[src/rtl/gf_pkg.sv]
// Shared GF(2^m) evaluator types and constants.
// Optional zero_mask output is enabled by defining GF_EVAL_ZERO_FLAG_EN.
package gf_pkg;

  localparam int unsigned DEF_SYM_W     = 8;
  localparam logic [8:0]  DEF_PRIM_POLY = 9'h11D;
  localparam int unsigned MAX_SYM_W     = 16;

  typedef enum logic [1:0] {
    StIdle,
    StAccum,
    StHold
  } state_e;

  // Low sym_w bits of the primitive polynomial: the value folded back in when x^m overflows.
  function automatic logic [MAX_SYM_W-1:0] red_mask(input logic [MAX_SYM_W:0] poly,
                                                    input int unsigned      sym_w);
    logic [MAX_SYM_W-1:0] m;
    m = '0;
    for (int unsigned i = 0; i < MAX_SYM_W; i++) begin
      m[i] = (i < sym_w) ? poly[i] : 1'b0;
    end
    return m;
  endfunction

endpackage

[src/rtl/gf_multipoint_evaluator_if.sv]
// Control, coefficient-stream and result-handshake bundle of the multipoint evaluator.
// zero_mask is present only when GF_EVAL_ZERO_FLAG_EN is defined.
interface gf_multipoint_evaluator_if #(
  parameter int unsigned SYM_W   = 8,
  parameter int unsigned NUM_PTS = 4,
  parameter int unsigned DEG_W   = 8
);
  logic                     start;
  logic [DEG_W-1:0]         degree;
  logic [NUM_PTS*SYM_W-1:0] points;
  logic [SYM_W-1:0]         coeff;
  logic                     coeff_valid;
  logic                     coeff_ready;
  logic                     busy;
  logic [NUM_PTS*SYM_W-1:0] result;
  logic                     result_valid;
  logic                     result_ready;
`ifdef GF_EVAL_ZERO_FLAG_EN
  logic [NUM_PTS-1:0]       zero_mask;
`endif

  modport master (
`ifdef GF_EVAL_ZERO_FLAG_EN
    input  zero_mask,
`endif
    output start, degree, points, coeff, coeff_valid, result_ready,
    input  coeff_ready, busy, result, result_valid
  );

  modport slave (
`ifdef GF_EVAL_ZERO_FLAG_EN
    output zero_mask,
`endif
    input  start, degree, points, coeff, coeff_valid, result_ready,
    output coeff_ready, busy, result, result_valid
  );

endinterface

[src/rtl/gf_mul.sv]
// Combinational GF(2^SYM_W) multiplier: shift-and-add with per-step reduction.
module gf_mul
  import gf_pkg::*;
#(
  parameter int unsigned      SYM_W     = DEF_SYM_W,
  parameter logic [SYM_W:0]   PRIM_POLY = (SYM_W+1)'(DEF_PRIM_POLY)
) (
  input  logic [SYM_W-1:0] a,
  input  logic [SYM_W-1:0] b,
  output logic [SYM_W-1:0] y
);

  localparam logic [SYM_W-1:0] RMASK = SYM_W'(red_mask((MAX_SYM_W+1)'(PRIM_POLY), SYM_W));

  logic [SYM_W-1:0] sum;
  logic [SYM_W-1:0] sh;

  always_comb begin
    sum = '0;
    sh  = a;
    for (int unsigned i = 0; i < SYM_W; i++) begin
      if (b[i]) sum = sum ^ sh;
      sh = sh[SYM_W-1] ? ((sh << 1) ^ RMASK) : (sh << 1);
    end
    y = sum;
  end

endmodule

[src/rtl/gf_multipoint_evaluator.sv]
// Horner evaluation of one streamed polynomial at NUM_PTS points in parallel.
// Define GF_EVAL_ZERO_FLAG_EN to add the registered per-point zero_mask output.
module gf_multipoint_evaluator
  import gf_pkg::*;
#(
  parameter int unsigned    SYM_W     = DEF_SYM_W,
  parameter logic [SYM_W:0] PRIM_POLY = (SYM_W+1)'(DEF_PRIM_POLY),
  parameter int unsigned    MAX_DEG   = 255,
  parameter int unsigned    NUM_PTS   = 4,
  localparam int unsigned   DEG_W     = $clog2(MAX_DEG + 1)
) (
  input logic                      clk,
  input logic                      rst_n,
  gf_multipoint_evaluator_if.slave bus
);

  state_e                   state_q;
  logic [DEG_W-1:0]         cnt_q;
  logic [DEG_W-1:0]         deg_sat;
  logic [SYM_W-1:0]         pts_q [NUM_PTS];
  logic [SYM_W-1:0]         acc_q [NUM_PTS];
  logic [SYM_W-1:0]         acc_d [NUM_PTS];
  logic [NUM_PTS*SYM_W-1:0] acc_d_flat;
  logic [NUM_PTS*SYM_W-1:0] result_q;
`ifdef GF_EVAL_ZERO_FLAG_EN
  logic [NUM_PTS-1:0]       zero_d;
  logic [NUM_PTS-1:0]       zero_q;
`endif

  assign deg_sat = (32'(bus.degree) > MAX_DEG) ? DEG_W'(MAX_DEG) : bus.degree;

  for (genvar p = 0; p < NUM_PTS; p++) begin : g_pt
    logic [SYM_W-1:0] prod;

    gf_mul #(
      .SYM_W     (SYM_W),
      .PRIM_POLY (PRIM_POLY)
    ) u_mul (
      .a (acc_q[p]),
      .b (pts_q[p]),
      .y (prod)
    );

    assign acc_d[p]                     = prod ^ bus.coeff;
    assign acc_d_flat[p*SYM_W +: SYM_W] = acc_d[p];
`ifdef GF_EVAL_ZERO_FLAG_EN
    assign zero_d[p]                    = (acc_d[p] == '0);
`endif
  end

  always_ff @(posedge clk or negedge rst_n) begin
    if (!rst_n) begin
      state_q  <= StIdle;
      cnt_q    <= '0;
      result_q <= '0;
      for (int p = 0; p < NUM_PTS; p++) begin
        acc_q[p] <= '0;
        pts_q[p] <= '0;
      end
`ifdef GF_EVAL_ZERO_FLAG_EN
      zero_q   <= '0;
`endif
    end else begin
      unique case (state_q)
        StIdle: begin
          if (bus.start) begin
            state_q <= StAccum;
            cnt_q   <= deg_sat;
            for (int p = 0; p < NUM_PTS; p++) begin
              acc_q[p] <= '0;
              pts_q[p] <= bus.points[p*SYM_W +: SYM_W];
            end
          end
        end
        StAccum: begin
          // coeff_ready is high throughout this state, so valid alone is the handshake.
          if (bus.coeff_valid) begin
            for (int p = 0; p < NUM_PTS; p++) acc_q[p] <= acc_d[p];
            if (cnt_q == '0) begin
              state_q  <= StHold;
              result_q <= acc_d_flat;
`ifdef GF_EVAL_ZERO_FLAG_EN
              zero_q   <= zero_d;
`endif
            end else begin
              cnt_q <= cnt_q - 1'b1;
            end
          end
        end
        StHold: begin
          if (bus.result_ready) state_q <= StIdle;
        end
        default: state_q <= StIdle;
      endcase
    end
  end

  assign bus.coeff_ready  = (state_q == StAccum);
  assign bus.busy         = (state_q != StIdle);
  assign bus.result_valid = (state_q == StHold);
  assign bus.result       = result_q;
`ifdef GF_EVAL_ZERO_FLAG_EN
  assign bus.zero_mask    = zero_q;
`endif

endmodule

[src/flat_wrapper.sv]
// flat-port wrapper written by rule: the top's interface ports become plain ports
module gf_multipoint_evaluator_flat import gf_pkg::*;
#(
  parameter int unsigned    SYM_W     = DEF_SYM_W,
  parameter logic [SYM_W:0] PRIM_POLY = (SYM_W+1)'(DEF_PRIM_POLY),
  parameter int unsigned    MAX_DEG   = 255,
  parameter int unsigned    NUM_PTS   = 4,
  localparam int unsigned   DEG_W     = $clog2(MAX_DEG + 1)
)
  (clk, rst_n, bus_start, bus_degree, bus_points, bus_coeff, bus_coeff_valid, bus_result_ready, bus_coeff_ready, bus_busy, bus_result, bus_result_valid);
  gf_multipoint_evaluator_if #(.SYM_W(SYM_W), .NUM_PTS(NUM_PTS), .DEG_W(8)) bus_i ();
  input logic clk;
  input logic rst_n;
  input wire logic [$bits(bus_i.start)-1:0] bus_start;
  input wire logic [$bits(bus_i.degree)-1:0] bus_degree;
  input wire logic [$bits(bus_i.points)-1:0] bus_points;
  input wire logic [$bits(bus_i.coeff)-1:0] bus_coeff;
  input wire logic [$bits(bus_i.coeff_valid)-1:0] bus_coeff_valid;
  input wire logic [$bits(bus_i.result_ready)-1:0] bus_result_ready;
  output wire logic [$bits(bus_i.coeff_ready)-1:0] bus_coeff_ready;
  output wire logic [$bits(bus_i.busy)-1:0] bus_busy;
  output wire logic [$bits(bus_i.result)-1:0] bus_result;
  output wire logic [$bits(bus_i.result_valid)-1:0] bus_result_valid;
  assign bus_i.start = bus_start;
  assign bus_i.degree = bus_degree;
  assign bus_i.points = bus_points;
  assign bus_i.coeff = bus_coeff;
  assign bus_i.coeff_valid = bus_coeff_valid;
  assign bus_i.result_ready = bus_result_ready;
  assign bus_coeff_ready = bus_i.coeff_ready;
  assign bus_busy = bus_i.busy;
  assign bus_result = bus_i.result;
  assign bus_result_valid = bus_i.result_valid;
  gf_multipoint_evaluator #(.SYM_W(SYM_W), .PRIM_POLY(PRIM_POLY), .MAX_DEG(MAX_DEG), .NUM_PTS(NUM_PTS)) u_core (.clk(clk), .rst_n(rst_n), .bus(bus_i));
endmodule
[config.mk]
export PLATFORM = sky130hd
export DESIGN_NAME = gf_multipoint_evaluator_flat
export DESIGN_NICKNAME = d
export VERILOG_FILES = /design/src/rtl/gf_pkg.sv /design/src/rtl/gf_multipoint_evaluator_if.sv /design/src/rtl/gf_mul.sv /design/src/rtl/gf_multipoint_evaluator.sv /design/src/flat_wrapper.sv
export SDC_FILE = /design/constraint.sdc
export NUM_CORES = 1
export LEC_CHECK = 0
export ABC_AREA = 0
export ABC_CLOCK_PERIOD_IN_PS = 2580
export CAP_MARGIN = 5
export CORE_UTILIZATION = 50
export CTS_BUF_LIST = sky130_fd_sc_hd__clkbuf_8 sky130_fd_sc_hd__clkbuf_16
export CTS_CLUSTER_SIZE = 12
export DETAILED_ROUTE_END_ITERATION = 7
export PLACE_DENSITY = 0.71
export RECOVER_POWER = 100
export SETUP_SLACK_MARGIN = 0.05
export SYNTH_ARGS = -nofsm -noshare
export SYNTH_HDL_FRONTEND = slang
export SYNTH_SLANG_ARGS = --single-unit
[constraint.sdc]
create_clock -name clk -period 2.58 [get_ports clk]
set_input_delay 0.774 -clock clk [delete_from_list [all_inputs] [get_ports clk]]
set_output_delay 0.774 -clock clk [all_outputs]
set_load 0.02 [all_outputs]
---- Word level (Yosys, flattened, before mapping) ----
Cells that the tools add are included.
Widths: inputs -> output; s select.
word-level totals
  bits in registers ....................... 106
  word-level logic and storage cells ...... 160
operators by class
  bitwise logic cells ..................... 60
  muxes and demuxes ....................... 72
  reduce and logical (&&, ||, !) cells .... 9
  $add $sub $neg .......................... 1
  equality and inequality tests ........... 7
operators with widths
  cell                 count
  $mux 8               35
  $xor 8x8->8          32
  $mux 5               28
  $not 4->4            28
  $mux 32              2
  $pmux 32 s2          1
  $pmux 8 s2           1
  $logic_not 8->1      1
  $mux 2               4
  $ne 2x2->1 const B   4
  $reduce_and 4->1     2
  $sub 8x1->8 const B  1
  $pmux 2 s3           1
  $reduce_and 3->1     2
  $reduce_bool 2->1    2
  $eq 2x1->1 const B   1
  $eq 2x2->1 const B   1
  $logic_not 2->1      1
  $ne 2x1->1 const B   1
  $reduce_and 2->1     1

---- Longest topological paths before layout ----
  depth after elaboration ................. 19
  gate-level depth with buffers ........... 10
  mapped depth without buffers ............ 8

---- Hierarchy ----
A second synthesis with hierarchy kept.
second synthesis, totals
  cell total of the unflattened synthesis .. 1086
  area total of the unflattened synthesis .. 9439.1 um^2
modules (own cells, without submodules)
  module                             area an instance (um^2)  instances  seq. area each (um^2)  cells each
  gf_multipoint_evaluator            4672.0                   1          2652.5                 393
  gf_mul (u_core.g_pt[1].u_mul ...)  1197.4                   3          0.0                    176
  gf_mul (u_core.g_pt[0].u_mul)      1174.9                   1          0.0                    165

---- Worst setup path after synthesis ----
OpenSTA, ideal clock, no wires.
  kind .................................... register -> register
  from .................................... register u_core.acc_q[31] in the netlist's numbering
  to ...................................... register u_core.result_q[5], in the netlist u_core.bus.result[5]
  cell stages (with the launch flop) ...... 7
  data arrival time ....................... 2061 ps
  data required time ...................... 2455 ps
  period minus slack after synthesis ...... 2185 ps
  path slack .............................. 395 ps
  buffers on the path ..................... 0
  cells stage by stage .................... dfrtp_1 -> xor3_2 -> xor2_2 -> nand2_1 -> xnor3_1 -> xnor3_1 -> mux2_2
on the way
  word-level cells in the longest chain between the ends .. 14
  elaborated cells between the ends (all ways) .. 24
  classes of those cells .................. 12 x mux; 12 x bitwise
ends and longest elaborated chain
  item                                      line                           text
  from (decl)                               gf_multipoint_evaluator.sv:21  logic [SYM_W-1:0] acc_q [NUM_PTS];
  from (signal, indexed assignment)         gf_multipoint_evaluator.sv:57  acc_q[p] <= '0;
  from (signal, indexed assignment)         gf_multipoint_evaluator.sv:70  acc_q[p] <= '0;
  $mux 5 *                                  gf_mul.sv:23                   sh = sh[SYM_W-1] ? ((sh << 1) ^ RMASK) : (sh << 1);
  $xor 8x8->8 or $not 4->4 (tied branches)  --
  $mux 8 or $mux 5 (tied branches)          gf_mul.sv:22, gf_mul.sv:23
  $xor 8x8->8 or $not 4->4 (tied branches)  --
  $mux 8 or $mux 5 (tied branches)          gf_mul.sv:22, gf_mul.sv:23
  $xor 8x8->8                               gf_mul.sv:22                   if (b[i]) sum = sum ^ sh;
  $mux 8                                    gf_mul.sv:22
  $xor 8x8->8                               gf_mul.sv:22
  $mux 8                                    gf_mul.sv:22
  $xor 8x8->8                               gf_mul.sv:22
  $mux 8                                    gf_mul.sv:22
  $xor 8x8->8                               gf_mul.sv:22
  $mux 8 *                                  gf_mul.sv:22
  $xor 8x8->8 *                             gf_multipoint_evaluator.sv:44  assign acc_d[p] = prod ^ bus.coeff;
  to (signal assigned)                      gf_multipoint_evaluator.sv:81  result_q <= acc_d_flat;
  to (decl)                                 gf_multipoint_evaluator.sv:24  logic [NUM_PTS*SYM_W-1:0] result_q;
Mark *: on every way between the ends. The rest lies on a longest branch, timed or not.
A chain may end at the register's enable or synchronous reset.

---- Worst setup path in the final report ----
  from .................................... register u_core.state_q[0]
  to ...................................... output bus_coeff_ready
on the way
  word-level cells in the longest chain between the ends .. 1
ends and longest elaborated chain
  item                    line                           text
  from (decl)             gf_multipoint_evaluator.sv:17  state_e state_q;
  from (signal assigned)  gf_multipoint_evaluator.sv:53  state_q <= StIdle;
  from (signal assigned)  gf_multipoint_evaluator.sv:67  state_q <= StAccum;
  from (signal assigned)  gf_multipoint_evaluator.sv:80  state_q <= StHold;
  $eq 2x1->1              gf_multipoint_evaluator.sv:98  assign bus.coeff_ready = (state_q == StAccum);
  to (decl)               flat_wrapper.sv:20             output wire logic [$bits(bus_i.coeff_ready)-1:0] bus_coeff_ready;
Every way passes these cells.

==> flow_summary.toml <==
[timing]
relSlewSlack_pct = 30.71
setup-violations-final = 0
fin_crit_sh_pct = 95.19
fin_crit_ns = 2.456
grt_setup_unrepaired = "no"
hold_viol = 0
slew_violations = 0
fin_worst_skew_ns = 0.01157
max_freq_ghz = 0.4072
finalWorstSetupSlack_ns = 0.1241
worst_slew_pin_slew_ns = 1.039

[final_layout]
fin_cells = 1363
antenna_cells = 0
fin_nets = 1183
drive_above_1_share_pct = 9.788
area_growth_pct = 16.43
most-common-layout-cells = "261 x nand2_1, 152 x xnor2_1, 106 x dfrtp_1, 84 x xor2_1, 67 x o21ai_0"
final_common_cell = "nand2_1"

[yosys]
synth-main-ff-cell = "dfrtp_1"
syn_nets = 1109
avgSynthCellArea_um2 = 8.941
mappedNetlistArea_um2 = 9433
yosysWarnings = 0
synth_edf_count = 0
synth_cells = 1055
yosysUniqueCellTypes = 43
ys_seq_elements = 106
async_flop_share_pct = 100.0
seq_area_frac_synth_pct = 28.12

[drt]
viasPerCell = 5.435
wl_per_cell_um = 17.46
wirelength_um = 23790
drtAntennaViolNets = 0
vias = 7408
drt-pass1-iter-count = 5
first_iter_violations = 549
drc_errors = 0

[cts]
cts_buffers = 9
htreeDepth = 3
insertion_delay_ns = 0.36
ctsHoldBuffers = 0
cts_tree = "done"
clk_transition_reported_paths_ns = 0.08
cts-root-buf = "clkbuf_16"
clockBufferDepth = 2
cts.sinks = 106

[critical_path]
crit_type = "register to output port"
cpLargestDelayFamily = "buffers and inverters"
reg2reg_depth = 7
crit_fanout = 6
endpoint_kind = "output port"
r2r_setup_slack_ns = 0.17
crit_slowest_cell = "dlygate4sd3_1"
crit_buf_inv = 2
rr_startpoint = "u_core.acc_q[13]"
critical_path_depth = 3
cp_data_arrival_time_ns = 1.68
slowest_delay_ns = 0.65
cp_cell_sequence = "nand2b_1 > clkinv_1 > dlygate4sd3_1"
rr_endpoint = "u_core.bus.result[22]"
required_ns = 1.81
start_kind = "register"

[die]
dieArea_um2 = 19420
die_w_um = 139.4
rows = 49
ios = 88
initial_core_util_pct = 51.80
die_y_um = 139.4
core_area_um2 = 18210

[run_status]
status = "completed"

[min_path]
hold_depth = 2
holdCritStartpoint = "u_core.bus.result[0]"
hp-class = "register to register"
holdPathEnd = "u_core.bus.result[0]"

[global_route]
antenna_found_initial = 0
grt_pass1_vias = 7231
track_usage_pct = 25.40
grt_max_degree = 46
grt_first_pass_wirelength_um = 38470
grt_overflow = 0

[flow_run]
maxCapViolations = 0

[placement]
dp_hpwl_um = 16910
place_congestion = 0.8823
post-place-ws_ns = -0.09041
dp.cells = 1347
io_buffers = 87
how the worst max path moves through the flow:
stage,start,to,slack [ns]
2_1_floorplan,u_core.acc_q[31],u_core.bus.result[5],0.39
3_3_place_gp,bus_coeff[2],u_core.bus.result[10],-0.07
3_5_place_dp,bus_coeff[6],u_core.bus.result[30],-0.09
4_1_cts,u_core.state_q[0],bus_busy,0.06
5_1_grt,u_core.acc_q[23],u_core.bus.result[11],0.03
6_report,u_core.state_q[0],bus_coeff_ready,0.12
layer usage:
metal,routed length [um],vias up,global-route usage (%),part of all wire (%)
met5,0,-,0,0
met4,433,0,6.784,1.8
met3,1060,30,4.508,4.5
met2,11520,161,42.55,48
met1,10780,3643,33.84,45
li1,-,3574,-,-
state kept, by name, summed over array words and instances, names as in the netlist:
name	flops
u_core.acc_q	32
u_core.bus.result	32
u_core.cnt_q	8
u_core.pts_q	32
u_core.state_q	2
worst reg2reg max path, stage by stage, from the launching register on:
cell	delay, ns
dfrtp_1	0.53
clkbuf_2	0.26
xor2_1	0.27
xor2_1	0.17
nand2_1	0.08
xnor2_1	0.26
xnor3_1	0.46
mux2_2	0.27
stage by stage:
stage / util [%] / setup TNS [ns] / cell area, um^2 / hold WS (ns)
6_report: 60.32 / 0 / 10980 / 0.4778
5_1_grt: 60.32 / 0 / 10980 / 0.5147
4_1_cts: 60.89 / 0 / 11090 / 0.3883
3_5_place_dp: 59.23 / -0.7470 / 10790 / 0.4725
3_3_place_gp: 59.23 / -0.2198 / 10790 / 0.4649
2_1_floorplan: - / 0 / 9433 / 0.4745
cell type report:
| type | instances | area (um^2) |
|---|---|---|
| clock buffer | 9 | 225.2 |
| clock inverter | 7 | 77.57 |
| fill | 1546 | 7226 |
| inverter | 18 | 67.56 |
| multi-input combinational | 842 | 6339 |
| sequential | 106 | 2653 |
| tap | 229 | 286.5 |
| timing repair buffer | 152 | 1335 |
synthesized netlist by cell type, drive strengths merged (9+ instances only):
library cell / instances / share of area [%]
dfrtp: 106 / 28
o21ai: 67 / 3.6
xnor2: 152 / 14
xor3: 14 / 3.6
xnor3: 49 / 12
xor2: 86 / 8.1
nor3: 15 / 0.80
inv: 17 / 0.68
nor2: 24 / 0.96
a22o: 11 / 1.0
nand3: 12 / 0.64
mux2i: 9 / 0.96
clkbuf: 55 / 2.2
nand2b: 12 / 0.80
o211ai: 13 / 1.0
nand2: 262 / 10
mux2: 30 / 3.6
buf: 34 / 1.8
a21oi: 31 / 1.6
kinds of logic (layout without fill, tap and decap cells):
logic type      Yosys count  after routing  synth area share [%]
fa+ha+maj                 1              1                0.1326
simple gates            356            356                 15.89
mux                      39             39                 4.536
compound gates          145            145                 9.113
xor+xnor                301            301                 37.51
buf+inv                 107            186                 4.695
flops                   106            106                 28.12
repair_timing:
item / 4_1_cts / 5_1_grt
gates resized for setup: 0 / 1
endpoints found under the hold margin: 0 / 0
endpoints found under the setup margin: 0 / 1
buffers inserted: 0 / 0
Power is left out: the tool's default activity adds up to more than one toggle a clock period on the data nets, which glitch-free logic cannot reach.
